### config.mk
export PLATFORM = sky130hd
export DESIGN_NAME = array_port_arbiter_flat
export DESIGN_NICKNAME = d
export VERILOG_FILES = /design/src/rtl/array_port_arbiter_if.sv /design/src/rtl/array_port_arbiter.sv /design/src/flat_wrapper.sv
export SDC_FILE = /design/constraint.sdc
export NUM_CORES = 1
export LEC_CHECK = 0
export BUFFER_PORTS_ARGS = -buffer_cell sky130_fd_sc_hd__buf_2
export CAP_MARGIN = 20
export CORE_MARGIN = 4
export CORE_UTILIZATION = 45
export CTS_CLUSTER_SIZE = 30
export DETAILED_ROUTE_END_ITERATION = 8
export PLACE_DENSITY_LB_ADDON = 0.2
export SYNTH_ARGS = -nofsm -noshare
export SYNTH_HDL_FRONTEND = slang
export SYNTH_SLANG_ARGS = --single-unit
### constraint.sdc
create_clock -name clk -period 1.7 [get_ports clk]
set_input_delay 0.34 -clock clk [delete_from_list [all_inputs] [get_ports clk]]
set_output_delay 0.34 -clock clk [all_outputs]
set_load 0.1 [all_outputs]
### src/rtl/array_port_arbiter_if.sv
// rtl/array_port_arbiter_if.sv - single-word req/ack requester port into the array arbiter
interface array_port_arbiter_if #(
   parameter int datlen    = 12,
   parameter int size_log2 = 6
);
   logic                 req;
   logic                 wr;
   logic [size_log2-1:0] index;
   logic [datlen-1:0]    wdata;
   logic                 ack;
   logic                 err;
   logic [datlen-1:0]    rdata;

   modport master (output req, wr, index, wdata, input ack, err, rdata);
   modport slave  (input req, wr, index, wdata, output ack, err, rdata);
endinterface

### src/rtl/array_port_arbiter.sv
// rtl/array_port_arbiter.sv - two-requester arbiter for an edge-strobed array (ARRAY_PORT_ARBITER_FIXED_PRIO_EN: A always wins)
module array_port_arbiter #(
   parameter int datlen    = 12,
   parameter int size      = 64,
   parameter int size_log2 = 6
) (
   input  logic                 clk,
   input  logic                 rst_n,
   array_port_arbiter_if.slave  a,
   array_port_arbiter_if.slave  b,
   output logic                 arr_put,
   output logic [size_log2-1:0] arr_put_index,
   output logic [datlen-1:0]    arr_put_val,
   output logic                 arr_get,
   output logic [size_log2-1:0] arr_get_index,
   input  logic [datlen-1:0]    arr_get_val,
   output logic                 busy
);
   typedef enum logic [1:0] {IDLE, STROBE, SETTLE, ACK} state_t;

   localparam logic [size_log2:0] size_w = (size_log2 + 1)'(size);

   state_t               state_q, state_d;
   logic                 grant_b_q, grant_b_d;
   logic                 last_b_q, last_b_d;
   logic                 wr_q, wr_d;
   logic [size_log2-1:0] idx_q, idx_d;
   logic [datlen-1:0]    wdata_q, wdata_d;
   logic                 oor_q, oor_d;
   logic                 pick_b;
   logic                 put_q, put_d, get_q, get_d;
   logic                 a_ack_q, a_ack_d, b_ack_q, b_ack_d;
   logic                 a_err_q, a_err_d, b_err_q, b_err_d;
   logic                 busy_q, busy_d;
   logic [datlen-1:0]    a_rdata_q, b_rdata_q;

   always_comb begin
      state_d   = state_q;
      grant_b_d = grant_b_q;
      last_b_d  = last_b_q;
      wr_d      = wr_q;
      idx_d     = idx_q;
      wdata_d   = wdata_q;
      oor_d     = oor_q;
      pick_b    = 1'b0;
      case (state_q)
         IDLE: begin
            if (a.req || b.req) begin
`ifdef ARRAY_PORT_ARBITER_FIXED_PRIO_EN
               pick_b = !a.req;
`else
               // last_b_q high means B was served last, so A has the turn
               pick_b = b.req && (!a.req || !last_b_q);
`endif
               grant_b_d = pick_b;
               last_b_d  = pick_b;
               wr_d      = pick_b ? b.wr    : a.wr;
               idx_d     = pick_b ? b.index : a.index;
               wdata_d   = pick_b ? b.wdata : a.wdata;
               oor_d     = {1'b0, idx_d} >= size_w;
               state_d   = oor_d ? ACK : STROBE;
            end
         end
         STROBE:  state_d = SETTLE;
         SETTLE:  state_d = ACK;
         ACK:     state_d = IDLE;
         default: state_d = IDLE;
      endcase
      // outputs are registered from next-state so they line up with the state they belong to
      put_d   = (state_d == STROBE) && wr_d;
      get_d   = (state_d == STROBE) && !wr_d;
      a_ack_d = (state_d == ACK) && !grant_b_d;
      b_ack_d = (state_d == ACK) && grant_b_d;
      a_err_d = a_ack_d && oor_d;
      b_err_d = b_ack_d && oor_d;
      busy_d  = (state_d != IDLE);
   end

   always_ff @(posedge clk) begin
      if (!rst_n) begin
         state_q   <= IDLE;
         grant_b_q <= 1'b0;
         last_b_q  <= 1'b1;
         wr_q      <= 1'b0;
         idx_q     <= '0;
         wdata_q   <= '0;
         oor_q     <= 1'b0;
         put_q     <= 1'b0;
         get_q     <= 1'b0;
         a_ack_q   <= 1'b0;
         b_ack_q   <= 1'b0;
         a_err_q   <= 1'b0;
         b_err_q   <= 1'b0;
         busy_q    <= 1'b0;
         a_rdata_q <= '0;
         b_rdata_q <= '0;
      end else begin
         state_q   <= state_d;
         grant_b_q <= grant_b_d;
         last_b_q  <= last_b_d;
         wr_q      <= wr_d;
         idx_q     <= idx_d;
         wdata_q   <= wdata_d;
         oor_q     <= oor_d;
         put_q     <= put_d;
         get_q     <= get_d;
         a_ack_q   <= a_ack_d;
         b_ack_q   <= b_ack_d;
         a_err_q   <= a_err_d;
         b_err_q   <= b_err_d;
         busy_q    <= busy_d;
         // the array presents read data by the end of SETTLE
         if (state_q == SETTLE && !wr_q) begin
            if (grant_b_q) b_rdata_q <= arr_get_val;
            else           a_rdata_q <= arr_get_val;
         end
      end
   end

   assign arr_put       = put_q;
   assign arr_get       = get_q;
   assign arr_put_index = idx_q;
   assign arr_get_index = idx_q;
   assign arr_put_val   = wdata_q;
   assign busy          = busy_q;
   assign a.ack         = a_ack_q;
   assign a.err         = a_err_q;
   assign a.rdata       = a_rdata_q;
   assign b.ack         = b_ack_q;
   assign b.err         = b_err_q;
   assign b.rdata       = b_rdata_q;
endmodule

### src/flat_wrapper.sv
// flat-port wrapper written by rule: the top's interface ports become plain ports
module array_port_arbiter_flat 
#(
   parameter int datlen    = 12,
   parameter int size      = 64,
   parameter int size_log2 = 6
)
  (clk, rst_n, arr_put, arr_put_index, arr_put_val, arr_get, arr_get_index, arr_get_val, busy, a_req, a_wr, a_index, a_wdata, a_ack, a_err, a_rdata, b_req, b_wr, b_index, b_wdata, b_ack, b_err, b_rdata);
  array_port_arbiter_if #(.datlen(datlen), .size_log2(size_log2)) a_i ();
  array_port_arbiter_if #(.datlen(datlen), .size_log2(size_log2)) b_i ();
  input  logic clk;
  input  logic rst_n;
  output logic arr_put;
  output logic [size_log2-1:0] arr_put_index;
  output logic [datlen-1:0] arr_put_val;
  output logic arr_get;
  output logic [size_log2-1:0] arr_get_index;
  input  logic [datlen-1:0] arr_get_val;
  output logic busy;
  input wire logic [$bits(a_i.req)-1:0] a_req;
  input wire logic [$bits(a_i.wr)-1:0] a_wr;
  input wire logic [$bits(a_i.index)-1:0] a_index;
  input wire logic [$bits(a_i.wdata)-1:0] a_wdata;
  output wire logic [$bits(a_i.ack)-1:0] a_ack;
  output wire logic [$bits(a_i.err)-1:0] a_err;
  output wire logic [$bits(a_i.rdata)-1:0] a_rdata;
  input wire logic [$bits(b_i.req)-1:0] b_req;
  input wire logic [$bits(b_i.wr)-1:0] b_wr;
  input wire logic [$bits(b_i.index)-1:0] b_index;
  input wire logic [$bits(b_i.wdata)-1:0] b_wdata;
  output wire logic [$bits(b_i.ack)-1:0] b_ack;
  output wire logic [$bits(b_i.err)-1:0] b_err;
  output wire logic [$bits(b_i.rdata)-1:0] b_rdata;
  assign a_i.req = a_req;
  assign a_i.wr = a_wr;
  assign a_i.index = a_index;
  assign a_i.wdata = a_wdata;
  assign a_ack = a_i.ack;
  assign a_err = a_i.err;
  assign a_rdata = a_i.rdata;
  assign b_i.req = b_req;
  assign b_i.wr = b_wr;
  assign b_i.index = b_index;
  assign b_i.wdata = b_wdata;
  assign b_ack = b_i.ack;
  assign b_err = b_i.err;
  assign b_rdata = b_i.rdata;
  array_port_arbiter #(.datlen(datlen), .size(size), .size_log2(size_log2)) u_core (.clk(clk), .rst_n(rst_n), .a(a_i), .b(b_i), .arr_put(arr_put), .arr_put_index(arr_put_index), .arr_put_val(arr_put_val), .arr_get(arr_get), .arr_get_index(arr_get_index), .arr_get_val(arr_get_val), .busy(busy));
endmodule
# == Yosys cells after proc, flatten, opt, wreduce, memory -nomap -nowiden ==
# Index checks and enable logic that the tools add are counted.
# classes
addsub,0
n_mul,0
n_div,0
magnitude_cmp,0
eq_ne,5
n_shift,0
n_mux,11
bitwise,1
reduce_logical,20
# op_table
operator,count
$mux 12,1
$logic_and 1x1->1,8
$pmux 2 s4,1
$mux 1,7
$eq 2x2->1 const B,3
$mux 6,1
$reduce_and 2->1,3
$logic_not 1->1,5
$eq 2x1->1 const B,2
$logic_not 2->1,1
$logic_or 1x1->1,2
$mux 2,1
$reduce_bool 2->1,1
$not 1->1,1
# word_totals
reg_bits,55
latch_bits,0
ram_bits,0
rom_bits,0
in_bits,54
output_inout_bits,55
wordCells,53
n_memories,0

# == Depth between registers and ports, before layout ==
# Gate-level depths: netlist of run 1.
# logic_depth
word_depth,8
mapped_depth,7
depth_no_buf,5

# == Worst setup path after synthesis of run 1 ==
# No wires, ideal clock.
# synth_path
path_kind,register -> output
start,"register u_core.idx_q[0], in the netlist u_core.arr_get_index[0]"
end,output arr_put_index[0]
arrival_time_ns,1.369
path_slack_ns,-0.009
path_stages_with_launch,2
path_cell_list,dfxtp_1 buf_4
# synth_rtl
element,line_no,rtl
from (decl),array_port_arbiter.sv:27,"logic [size_log2-1:0] idx_q, idx_d;"
from (signal assigned),array_port_arbiter.sv:102,idx_q <= idx_d;
to (decl),flat_wrapper.sv:14,output logic [size_log2-1:0] arr_put_index;
# No word-level cell between the ends.

# == Worst setup path in the final report of run 1 ==
# layout_path
start,register u_core.state_q[0]
end,"register u_core.busy_q, in the netlist u_core.busy"
# layout_between
elab_chain_cells,3
# layout_lines
element,line_no,rtl
from (decl),array_port_arbiter.sv:23,"state_t state_q, state_d;"
from (signal assigned),array_port_arbiter.sv:98,state_q <= state_d;
$eq 2x2->1 (tied with other cells),array_port_arbiter.sv:46,case (state_q)
$pmux 2 s4 (*),array_port_arbiter.sv:46,
$reduce_bool 2->1 (*),array_port_arbiter.sv:76,busy_d = (state_d != IDLE);
to (signal assigned),array_port_arbiter.sv:111,busy_q <= busy_d;
to (decl),array_port_arbiter.sv:34,"logic busy_q, busy_d;"
# Every way passes the cells marked *; elsewhere a longest branch is shown, timed or not.
# A chain may end at the register's enable or synchronous reset.

==> run metrics, run 1 <==
FP Rows 25; Total Routing Usage GR about 17%; max_slew headroom 66.8%; core area 4690 um^2; GRT overflow 0; RSZ-0062 raised after global routing no; drc violations 0; Net Switching 0.00342 W; library cells used by synthesis 31; Antenna Violating Nets Remaining 0; die area 6010 um^2; Clock Skews 0.00544 ns; Power Dens Cells 2150 nW/um^2; final wirelength 4880 um; final setup violation count 0; layout cell share with drive strength beyond 1 39.7%; post-synthesis cell area 2170 um^2; Achievable Freq 649 MHz; Detailed Route Iter0 Violations 75; cts bufs inserted 5; initial antenna violation count 0; hold-fix buffers at CTS 0; routability cong. a little over 0.7; Worst VDD drop roughly 0.00089 V; Post-DP HPWL between 3000 and 4000 um; status completed; first-pass GRT wire length 8560 um; Slew Limit Fails 0; Comb power frac 57.8%; post-synthesis cell count ~230; Worst Max-Slew Pin Slew ~0.5 ns; vias in the first global route 1910; critical path data required time 1.87 ns; Final nets 391; synthesis warning total 0; Post-CTS Repair Setup Buffers 0; Clk pwr share 13.7%; sum of negative setup slack 0 ns; Syn Nets 289; crit end category register; Seq cells post-synth 55; clock buffer depth 2; Port-buffer cells 108; Via density 4.87; worst skew pair latency 0.30 ns; P_leak 1.47 nW; Sink Count 55; max cap viols 0; Die H 77.5 um; area added between synthesis and finish 30.9%; final hold viol count 0; Critical Path Start Type register; worst-path maximum fanout 8; ant diodes 0; wire length per cell 12.6 um; fin crit period 1.54 ns; CTS tree done; Hold Path Class in -> reg; Final period util approximately nine tenths; sequential share of power 28.5%; via count 1893; H-tree levels 2; I/O pin cnt 109; largest net degree at the start of global routing 37; sequential area share after synthesis between 50 and 60%; Initial Utilization 46.3%; Arr. time, crit path roughly 1.7 ns; Clock transition at path regs 0.09 ns; critical path type reg -> reg; number of detailed-route iterations in the first pass 4; P_int 0.00270 W; PnR Total Power 0.00612 W; post-cts repair resize count 0; Net Sw Frac 55.9%; Avg Synthesized Cell Area roughly 9.4 um^2; Clock Tree Root clkbuf_8; Die X 77.5 um
==> state kept, by name (all words and copies together) (netlist names), 2 cells and up <==
name                  flops
u_core.a.rdata           12
u_core.arr_get_index      6
u_core.arr_put_val       12
u_core.b.rdata           12
u_core.state_q            2
==> per-stage QoR <==
stage / util [%] / instances / worst slack [ns] / hold WS, ns / instance area (um^2)
floorplan: - / 232 / 0.297 / 0.453 / 2180
global placement: 58.2 / 381 / 0.254 / 0.468 / 2730
detailed placement: 58.2 / 381 / 0.190 / 0.470 / 2730
CTS: 60.6 / 389 / 0.171 / 0.265 / 2850
global route: 60.6 / 389 / 0.00341 / 0.268 / 2850
finish: 60.6 / 389 / 0.159 / 0.281 / 2850
==> cells by family (layout without fill, tap and decap cells) <==
logic type / Yosys count / after routing / synth area share (%)
AO/OA/AOI/OAI: 46 / 46 / 13.8
flip-flops: 55 / 55 / 50.7
AND/OR/NAND/NOR: 80 / 80 / 16.1
adder cells (fa/ha/maj): 3 / 3 / 1.73
multiplexers: 24 / 24 / 11.1
buffers and inverters: 24 / 127 / 6.68
==> layout by cell type (no fill, tap or decap), types with 2 or more instances in the layout <==
cell	Yosys	routed
buf_2	2	108
dfxtp_1	55	49
nand2_1	41	41
nor2_1	28	28
mux2i_1	24	24
o21ai_0	19	19
a31oi_1	18	18
dfxtp_2	0	6
clkbuf_8	0	5
inv_1	4	4
buf_4	12	4
nor2b_1	3	3
ha_1	3	3
o21a_1	2	2
buf_12	0	2
==> cell usage after synthesis <==
library cell | count | area [um^2]
a21bo_1 | 1 | 10.0
a21boi_4 | 1 | 18.8
a22oi_1 | 1 | 7.51
a31oi_1 | 18 | 113
and3_1 | 1 | 6.26
buf_1 | 2 | 7.51
buf_2 | 2 | 10.0
buf_4 | 12 | 90.1
buf_6 | 1 | 11.3
clkbuf_1 | 2 | 7.51
dfxtp_1 | 55 | 1100
ha_1 | 3 | 37.5
inv_1 | 4 | 15.0
inv_2 | 1 | 3.75
mux2i_1 | 24 | 240
nand2_1 | 41 | 154
nand3b_1 | 1 | 7.51
nand4_1 | 1 | 6.26
nor2_1 | 28 | 105
nor2b_1 | 3 | 18.8
nor3_1 | 1 | 5.00
nor3b_2 | 1 | 12.5
nor3b_4 | 1 | 18.8
nor4_1 | 1 | 6.26
o2111a_1 | 1 | 11.3
o211ai_1 | 1 | 7.51
o21a_1 | 2 | 15.0
o21ai_0 | 19 | 95.1
o21ai_1 | 1 | 5.00
o32ai_2 | 1 | 16.3
or4b_1 | 1 | 10.0
==> routing by layer <==
layer  wire length [um]  GRT usage, %
met1               2170          20.9
met2               2280          28.9
met3                384          4.99
met4                 55          6.41
met5                  0             0
==> critical path: stages (launching register included) <==
cell	delay, ns
dfxtp_1	0.32
inv_1	0.10
ha_1	0.30
or4b_1	0.51
nand2_1	0.12
o21ai_0	0.08
==> final timing paths <==
kind	startpoint	to	slack, ns	cells after the start
max	u_core.state_q[0]	u_core.busy	0.16	5
max reg2reg	u_core.state_q[0]	u_core.busy	0.16	5
min reg2reg	u_core.oor_q	u_core.oor_q	0.49	1
min	b_index[3]	u_core.arr_get_index[3]	0.28	3
==> cell type report <==
class                   instances  area [um^2]
clock buffers                   5         68.8
clock inverters                 3         43.8
fillers                       414         1850
inverters                       5         18.8
multi-input cells             153          927
flip-flops and latches         55         1110
well taps                      54         67.6
repair buffers                114          611
==> power by group through the flow <==
| stage | Sequential (W) | Clock [W] | Combinational (W) |
|---|---|---|---|
| after global routing | 0.00179 | 0.000923 | 0.00371 |
| after global placement | 0.00176 | 0 | 0.00353 |
| after floorplan | 0.00359 | 0 | 0.00124 |
| final | 0.00174 | 0.000840 | 0.00354 |
| after detailed placement | 0.00177 | 0 | 0.00355 |
| after CTS | 0.00174 | 0.000872 | 0.00355 |
No activity file was read; power rests on OpenSTA's default activity.
==> inputs of run 2 (changes only) <==
--- a/config.mk
+++ b/config.mk
@@ -7,7 +7,7 @@
 export LEC_CHECK = 0
 export BUFFER_PORTS_ARGS = -buffer_cell sky130_fd_sc_hd__buf_2
 export CAP_MARGIN = 20
-export CORE_MARGIN = 4
+export CORE_MARGIN = 2
 export CORE_UTILIZATION = 45
 export CTS_CLUSTER_SIZE = 30
 export DETAILED_ROUTE_END_ITERATION = 8
==> run 2 against run 1 <==
Core utilization shrank 0.67 points. Clock-buffer cell count grew 1. Clock skew shrank 0.0025 ns. Largest power group unchanged. Register-to-register slack is essentially flat. Sequential power is essentially flat. Global-route usage grew 0.77 points. Fmax grew 0.79%. Highest routed layer unchanged. Total power shrank 2.1%. Sequential share of layout area grew 0.43 points.
==> run metrics, run 2 (synthesis results as in run 1) <==
status completed; via count slightly below 2000; P_leak 1.46 nW; Via density a little over 5; most common cell after layout, fill and taps aside buf_2; Net Switching 0.00343 W; clock buffer depth 2; critical path type reg -> reg; CTS tree done; Hold Path Class in -> reg; area added between synthesis and finish 29.5%; Final nets 392; Power Dens Cells 2130 nW/um^2; Clock Tree Root clkbuf_8; number of detailed-route iterations in the first pass 4; Critical Path Start Type register; critical path data required time 1.88 ns; sequential share of power between 20% and 30%; vias in the first global route 1731; Arr. time, crit path 1.71 ns; final wirelength 4820 um; Total Routing Usage GR a little under a fifth; Final period util 89.9%; hold-fix buffers at CTS 0; worst skew pair latency roughly 0.3 ns; routability cong. 0.848; Post-DP HPWL around 3500 um; largest net degree at the start of global routing 29; Worst VDD drop 0.000842 V; P_int 0.00256 W; final core occ 60.0%; die area 5400 um^2; worst-path maximum fanout 8; Clock transition at path regs 0.10 ns; final hold viol count 0; Net Sw Frac 57.3%; cts bufs inserted 5; Achievable Freq 654 MHz; max cap viols 0; Die H about 73 um; Post-CTS Repair Setup Buffers 0; fin crit period 1.53 ns; GRT overflow 0; Comb power frac 58.3%; RSZ-0062 raised after global routing no; Detailed Route Iter0 Violations 89; drc violations 0; Placed Cells 382; final instance count without filler cells between 300 and 400; FP Rows 25; placed cell area 2720 um^2; Clock Skews roughly 0.0029 ns; Antenna Violating Nets Remaining 0; initial antenna violation count 0; sum of negative setup slack 0 ns; wire length per cell 12.3 um; fin area 2810 um^2; Die X 73.5 um; post-cts repair resize count 0; Port-buffer cells 108; crit end category register; first-pass GRT wire length between 7000 and 8000 um; ant diodes 0; layout cell share with drive strength beyond 1 39.9%; Worst Max-Slew Pin Slew 0.500 ns; H-tree levels 2; core area 4690 um^2; most frequent cells in the layout buf_2, dfxtp_1, nand2_1; final setup violation count 0; Sink Count 55; max_slew headroom 66.9%; Clk pwr share between 10% and 20%; Initial Utilization 46.3%; I/O pin cnt 109; Slew Limit Fails 0
-- run 2: final timing paths --
path	start	to	slack (ns)	depth (start not counted)
max	u_core.state_q[0]	u_core.busy	0.17	5
min	b_index[0]	u_core.arr_get_index[0]	0.27	3
max reg2reg	u_core.state_q[0]	u_core.busy	0.17	5
min reg2reg	u_core.b.rdata[9]	u_core.b.rdata[9]	0.50	2
-- run 2: per-layer routing --
| layer | GRT usage [%] | vias to the layer above | routed length (um) | share of wire (%) |
|---|---|---|---|---|
| li1 | - | 986 | - | - |
| met1 | 21.7 | 899 | 2160 | 45 |
| met2 | 28.7 | 70 | 2210 | 46 |
| met3 | 6.17 | 10 | 347 | 7.2 |
| met4 | 8.69 | 0 | 105 | 2.2 |
| met5 | 0 | - | 0 | 0 |
-- run 2: final cells by class --
class                           instances  area [um^2]
Fill cell                             446         1880
Inverter                                5         18.8
Clock buffer                            6         82.6
Clock inverter                          2         16.3
Multi-Input combinational cell        153          927
Sequential cell                        55         1110
Timing Repair Buffer                  115          593
Tap cell                               54         67.6
-- run 2: critical path: stages, from the launching register on --
cell and delay, ns:
dfxtp_1 0.32, inv_1 0.10, ha_1 0.29, or4b_1 0.49, nand2_1 0.12, o21ai_0 0.09
-- run 2: per-stage QoR --
stage / total power (W) / setup slack [ns] / hold WS [ns]
finish: 0.00599 / 0.171 / 0.271
global route: 0.00626 / 0.0145 / 0.268
CTS: 0.00604 / 0.175 / 0.261
detailed placement: 0.00527 / 0.195 / 0.476
global placement: 0.00524 / 0.254 / 0.467
floorplan: 0.00483 / 0.297 / 0.453
-- run 2: power groups by stage --
stage | logic (W) | registers, W | clock network [W]
final | 0.00349 | 0.00175 | 0.000754
after global routing | 0.00365 | 0.00178 | 0.000829
after CTS | 0.00350 | 0.00175 | 0.000783
after detailed placement | 0.00350 | 0.00177 | 0
after global placement | 0.00347 | 0.00177 | 0
after floorplan | 0.00124 | 0.00359 | 0
==> inputs of run 3 (changes only) <==
--- a/config.mk
+++ b/config.mk
@@ -11,7 +11,7 @@
 export CORE_UTILIZATION = 45
 export CTS_CLUSTER_SIZE = 30
 export DETAILED_ROUTE_END_ITERATION = 8
-export PLACE_DENSITY_LB_ADDON = 0.2
+export PLACE_DENSITY = 0.79
 export SYNTH_ARGS = -nofsm -noshare
 export SYNTH_HDL_FRONTEND = slang
 export SYNTH_SLANG_ARGS = --single-unit
==> run 3 against run 2 <==
Clock skew grew 0.0015 ns. Cell area is the same. Via count shrank 1.9%. Sequential power is essentially flat. Setup slack lost 0.026 ns. Register-to-register slack lost 0.03 ns. Core utilization is the same. Combinational power grew 1%. Hold slack gained 0.0054 ns.
==> run metrics, run 3 (synthesis results as in run 1) <==
core area 4690 um^2; Worst VDD drop roughly 0.001 V; Die X 73.5 um; final hold viol count 0; Net Switching 0.00341 W; largest net degree at the start of global routing 37; critical path data required time 1.87 ns; P_int 0.00255 W; worst-path maximum fanout 8; area added between synthesis and finish 29.5%; Clk pwr share 11.5%; Achievable Freq about 640 MHz; most common cell after layout, fill and taps aside buf_2; Antenna Violating Nets Remaining 0; Arr. time, crit path between 1.5 and 2 ns; Sink Count 55; P_leak between 1 and 1.5 nW; initial antenna violation count 0; Clock Skews ~0.0044 ns; FF-to-FF setup slack about 0.15 ns; Post-CTS Repair Setup Buffers 0; Port-buffer cells 108; via count 1927; Die H between 70 and 80 um; CTS tree done; sum of negative setup slack 0 ns; hold-fix buffers at CTS 0; Post-DP HPWL 3470 um; cts bufs inserted 5; Detailed Route Iter0 Violations 89; die area 5400 um^2; H-tree levels 2; vias in the first global route 1797; Hold Path Class in -> reg; Via density 4.95; Clock Tree Root clkbuf_8; I/O pin cnt 109; filler instances 429; fin crit period approximately 1.6 ns; Net Sw Frac 57.2%; routability cong. 0.734; drc violations 0; FP Rows 25; final wirelength 4800 um; Comb power frac 59.2%; worst skew pair latency 0.30 ns; Power Dens Cells 2120 nW/um^2; sequential share of power 29.3%; clock buffer depth 2; Critical Path Start Type register; Final nets 391; first-pass GRT wire length 7710 um; wire length per cell 12.3 um; layout cell share with drive strength beyond 1 39.1%; final setup violation count 0; GRT overflow 0; RSZ-0062 raised after global routing no; Total Routing Usage GR 18.1%; Clock transition at path regs 0.09 ns; post-cts repair resize count 0; crit end category register; ant diodes 0; Final period util 91.5%; number of detailed-route iterations in the first pass 4; Slew Limit Fails 0; Hold WS 0.277 ns; max cap viols 0; critical path type reg -> reg; most frequent cells in the layout buf_2, dfxtp_1, nand2_1; Worst Max-Slew Pin Slew 0.498 ns; status completed; max_slew headroom between 60% and 70%; Initial Utilization 46.3%
[run 3: cell count changes in the layout (fill, tap and decap cells not counted)]
cell        before  now
buf_4            7    4
clkinv_4         1    0
clkinvlp_4       1    0
clkbuf_1         0    2
clkinv_2         0    1
clkbuf_8         6    5
buf_12           0    2
[run 3: final timing paths]
check               endpoint              start  cells after the start
min reg2reg     u_core.oor_q       u_core.oor_q                      1
min          u_core.last_b_q              rst_n                      2
max reg2reg      u_core.busy  u_core.state_q[0]                      5
max              u_core.busy  u_core.state_q[0]                      5
[run 3: area by class of cell]
cell class              count  area, um^2  share of cell area [%]
clock buffers               7        76.3                    2.71
clock inverters             1        5.00                   0.178
inverters                   5        18.8                   0.667
multi-input cells         153         927                    32.9
flip-flops and latches     55        1110                    39.4
well taps                  54        67.6                    2.40
repair buffers            114         611                    21.7
[run 3: power groups by stage]
stage	clock (W)	sequential [W]	combinational, W
2_1_floorplan	0	0.00359	0.00124
3_3_place_gp	0	0.00176	0.00351
3_5_place_dp	0	0.00177	0.00354
4_1_cts	0.000723	0.00175	0.00354
5_1_grt	0.000758	0.00178	0.00370
6_report	0.000685	0.00175	0.00353
[run 3: worst max-delay path, cell delays in order, from the launching register on]
cell and delay [ns]:
dfxtp_1 0.32, inv_1 0.10, ha_1 0.31, or4b_1 0.49, nand2_1 0.11, o21ai_0 0.09
[run 3: stage by stage]
stage | instance area, um^2 | std cells | total power [W] | setup slack, ns | util, %
after floorplan | 2180 | 232 | 0.00483 | 0.297 | -
after global placement | 2730 | 381 | 0.00528 | 0.251 | 58.2
after detailed placement | 2730 | 381 | 0.00531 | 0.185 | 58.2
after CTS | 2810 | 389 | 0.00601 | 0.173 | 60.0
after global routing | 2810 | 389 | 0.00624 | 0.0565 | 60.0
final | 2810 | 389 | 0.00596 | 0.145 | 60.0
[run 3: routing by layer]
metal	track usage [%]	up-vias	wire length, um
met4	4.24	0	34
met2	32.1	50	2510
met3	4.66	4	199
met1	21.7	884	2050
li1	-	989	-
met5	0	-	0
